===== src/rtl/lwst_issue_ctrl_pkg.sv =====
// Shared widths and controller state encoding for the load/store issue controller.
package lwst_issue_ctrl_pkg;

    localparam int WORD_BITS     = 32;
    localparam int MEM_ADDR_BITS = 16;
    localparam int REG_ADDR_BITS = 5;

    typedef enum logic [1:0] {
        S_IDLE  = 2'd0,
        S_BUSY  = 2'd1,
        S_DRAIN = 2'd2
    } state_e;

endpackage


===== src/rtl/lwst_issue_ctrl_fifo.sv =====
// Small synchronous FIFO holding destination-register tags of loads in flight.
module lwst_issue_ctrl_fifo #(
    parameter int p_st_bits    = 5,
    parameter int p_depth      = 8,
    parameter int p_depth_log2 = 3
) (
    input  logic                 clk,
    input  logic                 rst,
    input  logic                 i_clear,
    input  logic                 i_push,
    input  logic [p_st_bits-1:0] i_data,
    input  logic                 i_pop,
    output logic [p_st_bits-1:0] o_data,
    output logic                 o_empty
);

    logic [p_st_bits-1:0]    mem_q [p_depth];
    logic [p_depth_log2-1:0] wr_ptr_q, rd_ptr_q;
    logic [p_depth_log2:0]   count_q;
    logic                    do_push, do_pop, full;

    assign o_empty = (count_q == '0);
    assign full    = (count_q == (p_depth_log2+1)'(p_depth));
    assign do_push = i_push && !full;
    assign do_pop  = i_pop && !o_empty;
    assign o_data  = mem_q[rd_ptr_q];

    always_ff @(posedge clk or negedge rst) begin
        if (!rst) begin
            wr_ptr_q <= '0;
            rd_ptr_q <= '0;
            count_q  <= '0;
        end else if (i_clear) begin
            wr_ptr_q <= '0;
            rd_ptr_q <= '0;
            count_q  <= '0;
        end else begin
            if (do_push) wr_ptr_q <= wr_ptr_q + p_depth_log2'(1);
            if (do_pop)  rd_ptr_q <= rd_ptr_q + p_depth_log2'(1);
            count_q <= count_q + (p_depth_log2+1)'(do_push) - (p_depth_log2+1)'(do_pop);
        end
    end

    // Storage needs no reset; the pointers define which entries are valid.
    always_ff @(posedge clk) begin
        if (do_push) mem_q[wr_ptr_q] <= i_data;
    end

endmodule


===== src/rtl/lwst_issue_ctrl.sv =====
// Load/store issue controller between MEM stage and arbiter; in-order load writeback.
// Define LWST_TIMEOUT_EN to add the o_timeout watchdog.
module lwst_issue_ctrl
    import lwst_issue_ctrl_pkg::*;
#(
    parameter int p_st_bits              = WORD_BITS,
    parameter int p_addr_bits            = MEM_ADDR_BITS,
    parameter int p_reg_addr_bits        = REG_ADDR_BITS,
    parameter int p_max_outstanding      = 8,
    parameter int p_max_outstanding_log2 = 3
`ifdef LWST_TIMEOUT_EN
    ,
    parameter int p_timeout_cycles       = 1024
`endif
) (
    input  logic                       clk,
    input  logic                       rst,
    input  logic                       i_cpu_req,
    input  logic                       i_cpu_we,
    input  logic [p_addr_bits-1:0]     i_cpu_addr,
    input  logic [p_st_bits-1:0]       i_cpu_wdata,
    input  logic [p_reg_addr_bits-1:0] i_cpu_rd,
    input  logic                       i_flush,
    output logic                       o_cpu_stall,
    output logic                       o_flush_done,
    output logic [p_st_bits-1:0]       o_writedata,
    output logic [p_addr_bits-1:0]     o_addr,
    output logic                       o_read_req,
    output logic                       o_write_req,
    output logic                       o_lwst_start,
    input  logic [p_st_bits-1:0]       i_readdata,
    input  logic                       i_valid,
    input  logic                       i_write_mem_complete,
    output logic                       o_wb_en,
    output logic [p_reg_addr_bits-1:0] o_wb_addr,
    output logic [p_st_bits-1:0]       o_wb_data,
    output logic                       o_busy,
`ifdef LWST_TIMEOUT_EN
    output logic                       o_timeout,
`endif
    output logic                       o_err
);

    localparam int CW = p_max_outstanding_log2 + 1;

    state_e                     state_q, state_d;
    logic [CW-1:0]              rd_cnt_q, rd_cnt_d, wr_cnt_q, wr_cnt_d;
    logic                       err_q, err_d, flush_done_q, flush_done_d;
    logic                       start_q, read_req_q, write_req_q, wb_en_q;
    logic [p_addr_bits-1:0]     addr_q;
    logic [p_st_bits-1:0]       wdata_q, wb_data_q;
    logic [p_reg_addr_bits-1:0] wb_addr_q, fifo_head;
    logic                       accept, ld_acc, st_acc, rd_dec, wr_dec, cnt_zero;
    logic                       fifo_empty, fifo_clear, wb_fire;

    assign o_cpu_stall = (({1'b0, rd_cnt_q} + {1'b0, wr_cnt_q}) == (CW+1)'(p_max_outstanding))
                         || (state_q == S_DRAIN) || i_flush;
    assign accept  = i_cpu_req && !o_cpu_stall;
    assign ld_acc  = accept && !i_cpu_we;
    assign st_acc  = accept && i_cpu_we;
    assign rd_dec  = i_valid && (rd_cnt_q != '0);
    assign wr_dec  = i_write_mem_complete && (wr_cnt_q != '0);
    assign wb_fire = i_valid && !fifo_empty;
    assign err_d   = err_q || (i_valid && (rd_cnt_q == '0))
                     || (i_write_mem_complete && (wr_cnt_q == '0));

    assign o_busy       = (state_q != S_IDLE);
    assign o_err        = err_q;
    assign o_flush_done = flush_done_q;
    assign o_lwst_start = start_q;
    assign o_read_req   = read_req_q;
    assign o_write_req  = write_req_q;
    assign o_addr       = addr_q;
    assign o_writedata  = wdata_q;
    assign o_wb_en      = wb_en_q;
    assign o_wb_addr    = wb_addr_q;
    assign o_wb_data    = wb_data_q;

`ifdef LWST_TIMEOUT_EN
    localparam int WW = $clog2(p_timeout_cycles) + 1;
    logic [WW-1:0] wdog_q, wdog_d;
    logic          timeout_q, timeout_hit, any_done;

    assign any_done    = i_valid || i_write_mem_complete;
    assign timeout_hit = o_busy && !any_done && (wdog_q == WW'(p_timeout_cycles - 1));
    assign wdog_d      = (!o_busy || any_done || timeout_hit) ? '0 : wdog_q + WW'(1);
    assign o_timeout   = timeout_q;
    assign fifo_clear  = timeout_hit;

    always_ff @(posedge clk or negedge rst) begin
        if (!rst) begin
            wdog_q    <= '0;
            timeout_q <= 1'b0;
        end else begin
            wdog_q    <= wdog_d;
            timeout_q <= timeout_q || timeout_hit;
        end
    end
`else
    assign fifo_clear = 1'b0;
`endif

    // Draining wins over everything; counts are judged on their next values so
    // the return to idle coincides with the last completion.
    always_comb begin
        rd_cnt_d     = rd_cnt_q + CW'(ld_acc) - CW'(rd_dec);
        wr_cnt_d     = wr_cnt_q + CW'(st_acc) - CW'(wr_dec);
        cnt_zero     = (rd_cnt_d == '0) && (wr_cnt_d == '0);
        state_d      = state_q;
        flush_done_d = 1'b0;
        if ((state_q == S_DRAIN) || i_flush) begin
            if (cnt_zero) begin
                state_d      = S_IDLE;
                flush_done_d = 1'b1;
            end else begin
                state_d = S_DRAIN;
            end
        end else if (accept) begin
            state_d = S_BUSY;
        end else if (cnt_zero) begin
            state_d = S_IDLE;
        end
`ifdef LWST_TIMEOUT_EN
        if (timeout_hit) begin
            state_d  = S_IDLE;
            rd_cnt_d = '0;
            wr_cnt_d = '0;
        end
`endif
    end

    always_ff @(posedge clk or negedge rst) begin
        if (!rst) begin
            state_q      <= S_IDLE;
            rd_cnt_q     <= '0;
            wr_cnt_q     <= '0;
            err_q        <= 1'b0;
            flush_done_q <= 1'b0;
            start_q      <= 1'b0;
            read_req_q   <= 1'b0;
            write_req_q  <= 1'b0;
            addr_q       <= '0;
            wdata_q      <= '0;
            wb_en_q      <= 1'b0;
            wb_addr_q    <= '0;
            wb_data_q    <= '0;
        end else begin
            state_q      <= state_d;
            rd_cnt_q     <= rd_cnt_d;
            wr_cnt_q     <= wr_cnt_d;
            err_q        <= err_d;
            flush_done_q <= flush_done_d;
            start_q      <= accept;
            wb_en_q      <= wb_fire;
            if (accept) begin
                addr_q      <= i_cpu_addr;
                wdata_q     <= i_cpu_wdata;
                read_req_q  <= !i_cpu_we;
                write_req_q <= i_cpu_we;
            end
            if (wb_fire) begin
                wb_addr_q <= fifo_head;
                wb_data_q <= i_readdata;
            end
        end
    end

    lwst_issue_ctrl_fifo #(
        .p_st_bits    (p_reg_addr_bits),
        .p_depth      (p_max_outstanding),
        .p_depth_log2 (p_max_outstanding_log2)
    ) u_tag_fifo (
        .clk     (clk),
        .rst     (rst),
        .i_clear (fifo_clear),
        .i_push  (ld_acc),
        .i_data  (i_cpu_rd),
        .i_pop   (i_valid),
        .o_data  (fifo_head),
        .o_empty (fifo_empty)
    );

endmodule


===== config.mk =====
export PLATFORM = sky130hd
export DESIGN_NAME = lwst_issue_ctrl
export DESIGN_NICKNAME = d
export VERILOG_FILES = /design/src/rtl/lwst_issue_ctrl_pkg.sv /design/src/rtl/lwst_issue_ctrl_fifo.sv /design/src/rtl/lwst_issue_ctrl.sv
export SDC_FILE = /design/constraint.sdc
export NUM_CORES = 1
export LEC_CHECK = 0
export CAP_MARGIN = 5
export CORE_MARGIN = 3
export CORE_UTILIZATION = 44
export DETAILED_ROUTE_END_ITERATION = 6
export GPL_TIMING_DRIVEN = 1
export PLACE_DENSITY = 0.78
export SLEW_MARGIN = 40
export SYNTH_ARGS = -nofsm -noshare
export SYNTH_HDL_FRONTEND = slang
export SYNTH_SLANG_ARGS = --single-unit

===== constraint.sdc =====
create_clock -name clk -period 4.58 [get_ports clk]
set_input_delay 0.916 -clock clk [delete_from_list [all_inputs] [get_ports clk]]
set_output_delay 0.916 -clock clk [all_outputs]
set_load 0.02 [all_outputs]

# Yosys cells after proc, flatten, opt, wreduce, memory -nomap -nowiden
# Memory sizes are Yosys's and may differ from the RTL's. A register that Yosys moved wholly into a read port is not among the register bits.
# Index checks and enable logic that the tools add are counted.
# classes
addsub	9
reduce_logical	29
mux	8
n_eq_ne	3
# ops
cell	n
zero test 4 bit	5
adder 4 x 1 -> 4 bit	3
subtractor 4 x 1 -> 4 bit	3
logical AND 1 bit	10
two-way mux 2 bit	4
nonzero test 4 bit	2
adder 3 x 1 -> 3 bit, second input constant	2
adder 4 x 4 -> 5 bit	1
equality test 5 x 4 -> 1 bit, second input constant	1
zero test 1 bit	5
logical OR 1 bit	5
equality test 4 bit, second input constant	1
two-way mux 1 bit	4
nonzero test 3 bit	1
equality test 2 bit, second input constant	1
nonzero test 2 bit	1
# totals
mem_count	1
ramBits	40
wordCells	65
register_bits	106
output_inout_bits	93
inputBits	92
# mem_list
memory	depth	word_bits	read_ports	rd_clocked_by_memory_dff	wr	line_no	rtl
u_tag_fifo.mem_q	8	5	1	1	1	lwst_issue_ctrl_fifo.sv:17	logic [p_st_bits-1:0] mem_q [p_depth];

# Depth between registers and ports, before layout
# Gate-level depths: netlist of the first run.
# logic_depth
depth_word	14
mapped_depth	18

# Modules after synthesis
# From an unflattened synthesis of the first run, not the netlist that was laid out.
# unflattened
cells_unflattened	524
area_unflattened_um2	7091.8
# by_module_without_submodules
mod	instances	cells_per_inst	seq_area_each_um2	area_each_um2
lwst_issue_ctrl	1	394	2527.4	4875.9
lwst_issue_ctrl_fifo	1	130	1451.4	2215.9

# Worst setup path before layout of the first run
# Ideal clock, no wire load.
# synth_path
kind	register -> register
start	reg rd_cnt_q[0]
end	reg state_q[1]
arrival_ps	3794
setup_time_ps	121
slack_ps	666
synth_period_minus_slack_ps	3914
path_stages_with_launch	16
n_path_buf	2
cell_sequence	dfrtp_1 ha_1 fa_1 or4_1 o211ai_2 buf_6 buf_6 or2_2 ha_1 inv_1 ha_1 fa_1 nor4_1 nand2_1 or3_1 o211a_1
# synth_via
elab_chain_cells	13
# synth_rtl
item	line_no	rtl
from (decl)	lwst_issue_ctrl.sv:47	logic [CW-1:0] rd_cnt_q, rd_cnt_d, wr_cnt_q, wr_cnt_d;
from (signal assigned)	lwst_issue_ctrl.sv:149	rd_cnt_q <= rd_cnt_d;
adder 4 x 4 -> 5 bit	lwst_issue_ctrl.sv:56	assign o_cpu_stall = (({1'b0, rd_cnt_q} + {1'b0, wr_cnt_q}) == (CW+1)'(p_max_outstanding))
equality test 5 x 4 -> 1 bit	lwst_issue_ctrl.sv:56	
logical OR 1 bit (2 in series)	lwst_issue_ctrl.sv:57	|| (state_q == S_DRAIN) || i_flush;
zero test 1 bit	lwst_issue_ctrl.sv:58	assign accept = i_cpu_req && !o_cpu_stall;
logical AND 1 bit	lwst_issue_ctrl.sv:58	
logical AND 1 bit	lwst_issue_ctrl.sv:59	assign ld_acc = accept && !i_cpu_we;
adder 4 x 1 -> 4 bit	lwst_issue_ctrl.sv:106	rd_cnt_d = rd_cnt_q + CW'(ld_acc) - CW'(rd_dec);
subtractor 4 x 1 -> 4 bit (*)	lwst_issue_ctrl.sv:106	
net rd_cnt_d[1]	lwst_issue_ctrl.sv:47	
zero test 4 bit (*)	lwst_issue_ctrl.sv:108	cnt_zero = (rd_cnt_d == '0) && (wr_cnt_d == '0);
logical AND 1 bit (*)	lwst_issue_ctrl.sv:108	
two-way mux 2 bit	lwst_issue_ctrl.sv:112	if (cnt_zero) begin
two-way mux 2 bit	lwst_issue_ctrl.sv:111	if ((state_q == S_DRAIN) || i_flush) begin
to (signal assigned)	lwst_issue_ctrl.sv:148	state_q <= state_d;
to (decl)	lwst_issue_ctrl.sv:46	state_e state_q, state_d;
# The timed path passes the listed nets; every way through them passes the cells marked *.
# A chain may end at the register's enable or synchronous reset.

# Worst setup path after layout of the first run
# Ends and elaborated chain as after synthesis.

==> out/qor.log, run 1 <==
[routing] overall routed net length 13,920 um
[clock_tree] clock latency on the worst-skew pair 420 ps
[clock_tree] number of H-tree branching levels 4
[placement] global placement routability congestion 0.8203
[timing] number of setup violations in the final report 0
[timing] clk_skew 5.649 ps
[floorplan] number of primary I/O pins 185
[final_layout] layout cells sized above 1 15.77%
[clock_tree] clock-pin transition on the worst setup and hold timing paths 60 ps
[synth] leading post-synthesis cells by instance count sky130_fd_sc_hd__dfrtp_1 (111), sky130_fd_sc_hd__mux2_1 (44), sky130_fd_sc_hd__edfxtp_1 (40)
[timing] Worst Max-Slew Pin Slew 705.4 ps
[floorplan] overall die height 124.6 um
[floorplan] area enclosed by the die boundary 15,520 um^2
[min_path] capture endpoint of the worst hold path o_err$_DFF_PN0_
[setup_path] ordered list of cells on the worst path ha_1 > fa_1 > or4_1 > o211ai_4 > or2_2 > ha_1 > inv_1 > ha_1 > fa_1 > nor4_1 > nand2_1 > or3_1 > o211a_1
[setup_path] Reg-to-Reg End state_q[1]$_DFFE_PN0P_
[placement] post-detail-place hpwl 10,430 um
[synth] share of synthesized area occupied by flip-flops and latches 64.29%
[timing] unrepaired setup endpoints after global routing no
[routing] Post-route DRC 0
[setup_path] Worst setup SP type register
[global_routing] global route overflow 0
[min_path] HP Class register to register
[synth] Syn Area/Cell 16.12 um^2
[flow_run] number of maximum-capacitance violations 0
[synth] ys flop type sky130_fd_sc_hd__dfrtp_1
[global_routing] largest net degree at the start of global routing 54
[clock_tree] total clock buffers created by CTS 17
[clock_tree] Clk Tree Root Cell sky130_fd_sc_hd__clkbuf_16
[setup_path] Worst path slowest cell sky130_fd_sc_hd__or4_1
[setup_path] worst r2r path cells 13
[routing] via-per-instance ratio 5.041
[global_routing] number of global-route vias before repair 4,236
[synth] leading area contributor after synthesis sky130_fd_sc_hd__dfrtp_1
[synth] most frequent cell after synthesis sky130_fd_sc_hd__dfrtp_1
[timing] number of max-slew violations in the final report 0
[timing] Max-Slew Margin vs Limit 52.97%
[setup_path] most repeated library cell on the critical path sky130_fd_sc_hd__ha_1
[final_layout] FILL cells 935
[pwr] total power per unit cell area 658.5 nW/um^2
[clock_tree] Gates resized, CTS repair 0
[final_layout] antenna diode instance count 0
[timing] final period utilization 86.92%
[routing] number of detailed-routing iterations run before antenna repair 4
[synth] number of cells produced by synthesis 384
[clock_tree] hold_buf cts 0
[setup_path] reg-to-reg slack, setup 600 ps
[clock_tree] maximum clock insertion buffer count 2
[setup_path] launch point of the worst reg-to-reg path rd_cnt_q[0]$_DFF_PN0_
[timing] final critical delay including setup and external delays 3981 ps
[pwr] leakage power figure 3.651 nW
[clock_tree] number of clock sinks seen by CTS 151
[min_path] HP Start o_err$_DFF_PN0_
[pwr] maximum VDD drop 0.0004024 V
[setup_path] WP data required 4880 ps
[status] status complete, no violations
[final_layout] Multi-input gate area 2026 um^2
[synth] net count after synthesis 502
[setup_path] critical-path maximum fanout 4
[timing] count of endpoints failing hold in the final timing report 0
[clock_tree] setup repair bufs after CTS 0
[final_layout] Storage cell area 3979 um^2
[synth] unique cell type count in the Yosys netlist 36
[setup_path] biggest cell delay along the critical path 600 ps
[routing] number of design-rule violations left by the first detailed-router iteration 203
[final_layout] final core occ 65.34%
[global_routing] number of antenna violations at the first check in global routing 0
[floorplan] effective utilization at floorplan 45.82%
[final_layout] Final Net Count 701
[setup_path] Setup CP Type register to register
[synth] number of warnings issued by yosys 0
[synth] cell types with the largest area share after synthesis sky130_fd_sc_hd__dfrtp_1 (45%), sky130_fd_sc_hd__edfxtp_1 (19%), sky130_fd_sc_hd__mux2_1 (8.0%)
[floorplan] die width 124.6 um
[floorplan] Core Region 13,510 um^2
[setup_path] arrival time at the worst endpoint 4280 ps
[final_layout] Layout area overhead 42.60%
[floorplan] Std-Cell Rows 42
[placement] port buffer count 184
[final_layout] final design area excluding fillers 8825 um^2
[timing] final sum of negative setup slack 0 ps
[synth] number of storage elements in the synthesis netlist 151
[synth] number of enable flip-flop cells after synthesis 40
[setup_path] crit path capture type register
[global_routing] global-route wire length before repair 22,540 um
[routing] number of nets with antenna violations after detailed routing 0
[global_routing] global-route total usage across every layer 18.68%
[synth] fraction of synthesis flops using an asynchronous set or reset pin 73.51%
[synth] area share of the leading cell type in the synthesized netlist 44.88%
[min_path] worst hold path depth 2
[timing] achievable clock frequency 251.2 MHz
[routing] routed vias 3,892
[clock_tree] TritonCTS clock tree yes
[placement] post-placement cell area 8232 um^2
[routing] per-cell routed wire length 18.03 um
[synth] cell area after synthesis 6188 um^2
==> sequential cells by signal (all words and copies together) (netlist names), 2 cells and up <==
name	flops
o_writedata	32
o_addr	16
wr_cnt_q	4
rd_cnt_q	4
state_q	2
u_tag_fifo.rd_ptr_q	3
u_tag_fifo.count_q	4
u_tag_fifo.wr_ptr_q	3
o_wb_addr	5
o_wb_data	32
u_tag_fifo.mem_q	40
==> critical path, delay by kind of cell (launching register included) <==
family / cells / cell delay [ps]
compound gates: 2 / 360
fa+ha+maj: 5 / 1510
buf+inv: 1 / 60
flops: 1 / 400
simple gates: 5 / 1540
==> how the worst max path moves through the flow <==
stage	start	to
after floorplan	rd_cnt_q[0]$_DFF_PN0_	state_q[1]$_DFFE_PN0P_
after global placement	i_flush	state_q[1]$_DFFE_PN0P_
after detailed placement	i_flush	state_q[1]$_DFFE_PN0P_
after CTS	rd_cnt_q[0]$_DFF_PN0_	state_q[1]$_DFFE_PN0P_
after global routing	rd_cnt_q[0]$_DFF_PN0_	state_q[1]$_DFFE_PN0P_
final	rd_cnt_q[0]$_DFF_PN0_	state_q[1]$_DFFE_PN0P_
==> power breakdown <==
group          switching [mW]  leakage (nW)  internal [mW]
Combinational            1.13          1.71           1.19
Sequential              0.310          1.68           1.81
Clock                   0.527         0.264          0.851
Total                    1.96          3.65           3.85
==> placed cells by master, fill, tap and decap left out, types with 2 or more instances in the layout <==
cell	Yosys	layout
sky130_fd_sc_hd__fa_1	4	4
sky130_fd_sc_hd__clkdlybuf4s50_1	0	183
sky130_fd_sc_hd__mux2i_1	5	5
sky130_fd_sc_hd__nand2_1	9	9
sky130_fd_sc_hd__or2_2	2	2
sky130_fd_sc_hd__ha_1	22	22
sky130_fd_sc_hd__bufinv_16	0	3
sky130_fd_sc_hd__a21boi_0	3	2
sky130_fd_sc_hd__edfxtp_1	40	40
sky130_fd_sc_hd__inv_1	22	22
sky130_fd_sc_hd__nor2_1	12	12
sky130_fd_sc_hd__clkinvlp_4	0	6
sky130_fd_sc_hd__a21oi_1	10	10
sky130_fd_sc_hd__mux2_2	39	39
sky130_fd_sc_hd__xor2_1	7	7
sky130_fd_sc_hd__mux4_2	10	10
sky130_fd_sc_hd__xnor2_1	4	4
sky130_fd_sc_hd__nor4_1	3	3
sky130_fd_sc_hd__clkbuf_16	0	17
sky130_fd_sc_hd__buf_4	0	13
sky130_fd_sc_hd__dfrtp_1	111	111
sky130_fd_sc_hd__a21o_1	3	3
sky130_fd_sc_hd__nor3_1	3	2
sky130_fd_sc_hd__mux2_1	44	44
sky130_fd_sc_hd__nor4b_1	4	4
sky130_fd_sc_hd__clkinv_1	0	3
sky130_fd_sc_hd__clkbuf_1	3	2
==> cell type report <==
type                       instances  area share [%]
clock buffer                      19           4.906
multi-input combinational        195           22.95
sequential                       151           45.09
timing repair buffer             196           21.86
tap                              176           2.495
inverter                          22          0.9358
clock inverter                    13           1.758
==> per-stage QoR <==
step	total power, mW	instances	worst slack (ps)	hold WS (ps)
after global placement	4.379	740	572.8	473.1
after floorplan	3.423	384	665.7	509.2
final	5.811	772	599.1	479.6
after CTS	5.887	772	577.6	486.4
after global routing	6.146	772	483.4	507.9
after detailed placement	4.484	740	428.5	466.0
==> per-layer routing <==
metal,global-route usage [%],wire length (um)
met1,22.26,5666
met2,32.54,7271
met3,4.288,725
met5,0,0
met4,7.866,253
==> logic make-up (layout without fill, tap and decap cells) <==
group	Yosys count	count (layout)	share of synthesized area, %
flip-flops	151	151	64.29
multiplexers	98	98	19.55
buffers and inverters	38	250	3.376
AND/OR/NAND/NOR	37	37	2.992
adder cells (fa/ha/maj)	26	26	5.742
AO/OA/AOI/OAI	23	23	2.487
XOR/XNOR	11	11	1.557
Power figures use the tool's default switching activity.
==> inputs of run 2 (changes only) <==
--- a/config.mk
+++ b/config.mk
@@ -8,6 +8,7 @@
 export CAP_MARGIN = 5
 export CORE_MARGIN = 3
 export CORE_UTILIZATION = 44
+export CTS_CLUSTER_DIAMETER = 150
 export DETAILED_ROUTE_END_ITERATION = 6
 export GPL_TIMING_DRIVEN = 1
 export PLACE_DENSITY = 0.78
==> results of run 2 <==
Final layout, timing and power as in run 1 (identical DEF).
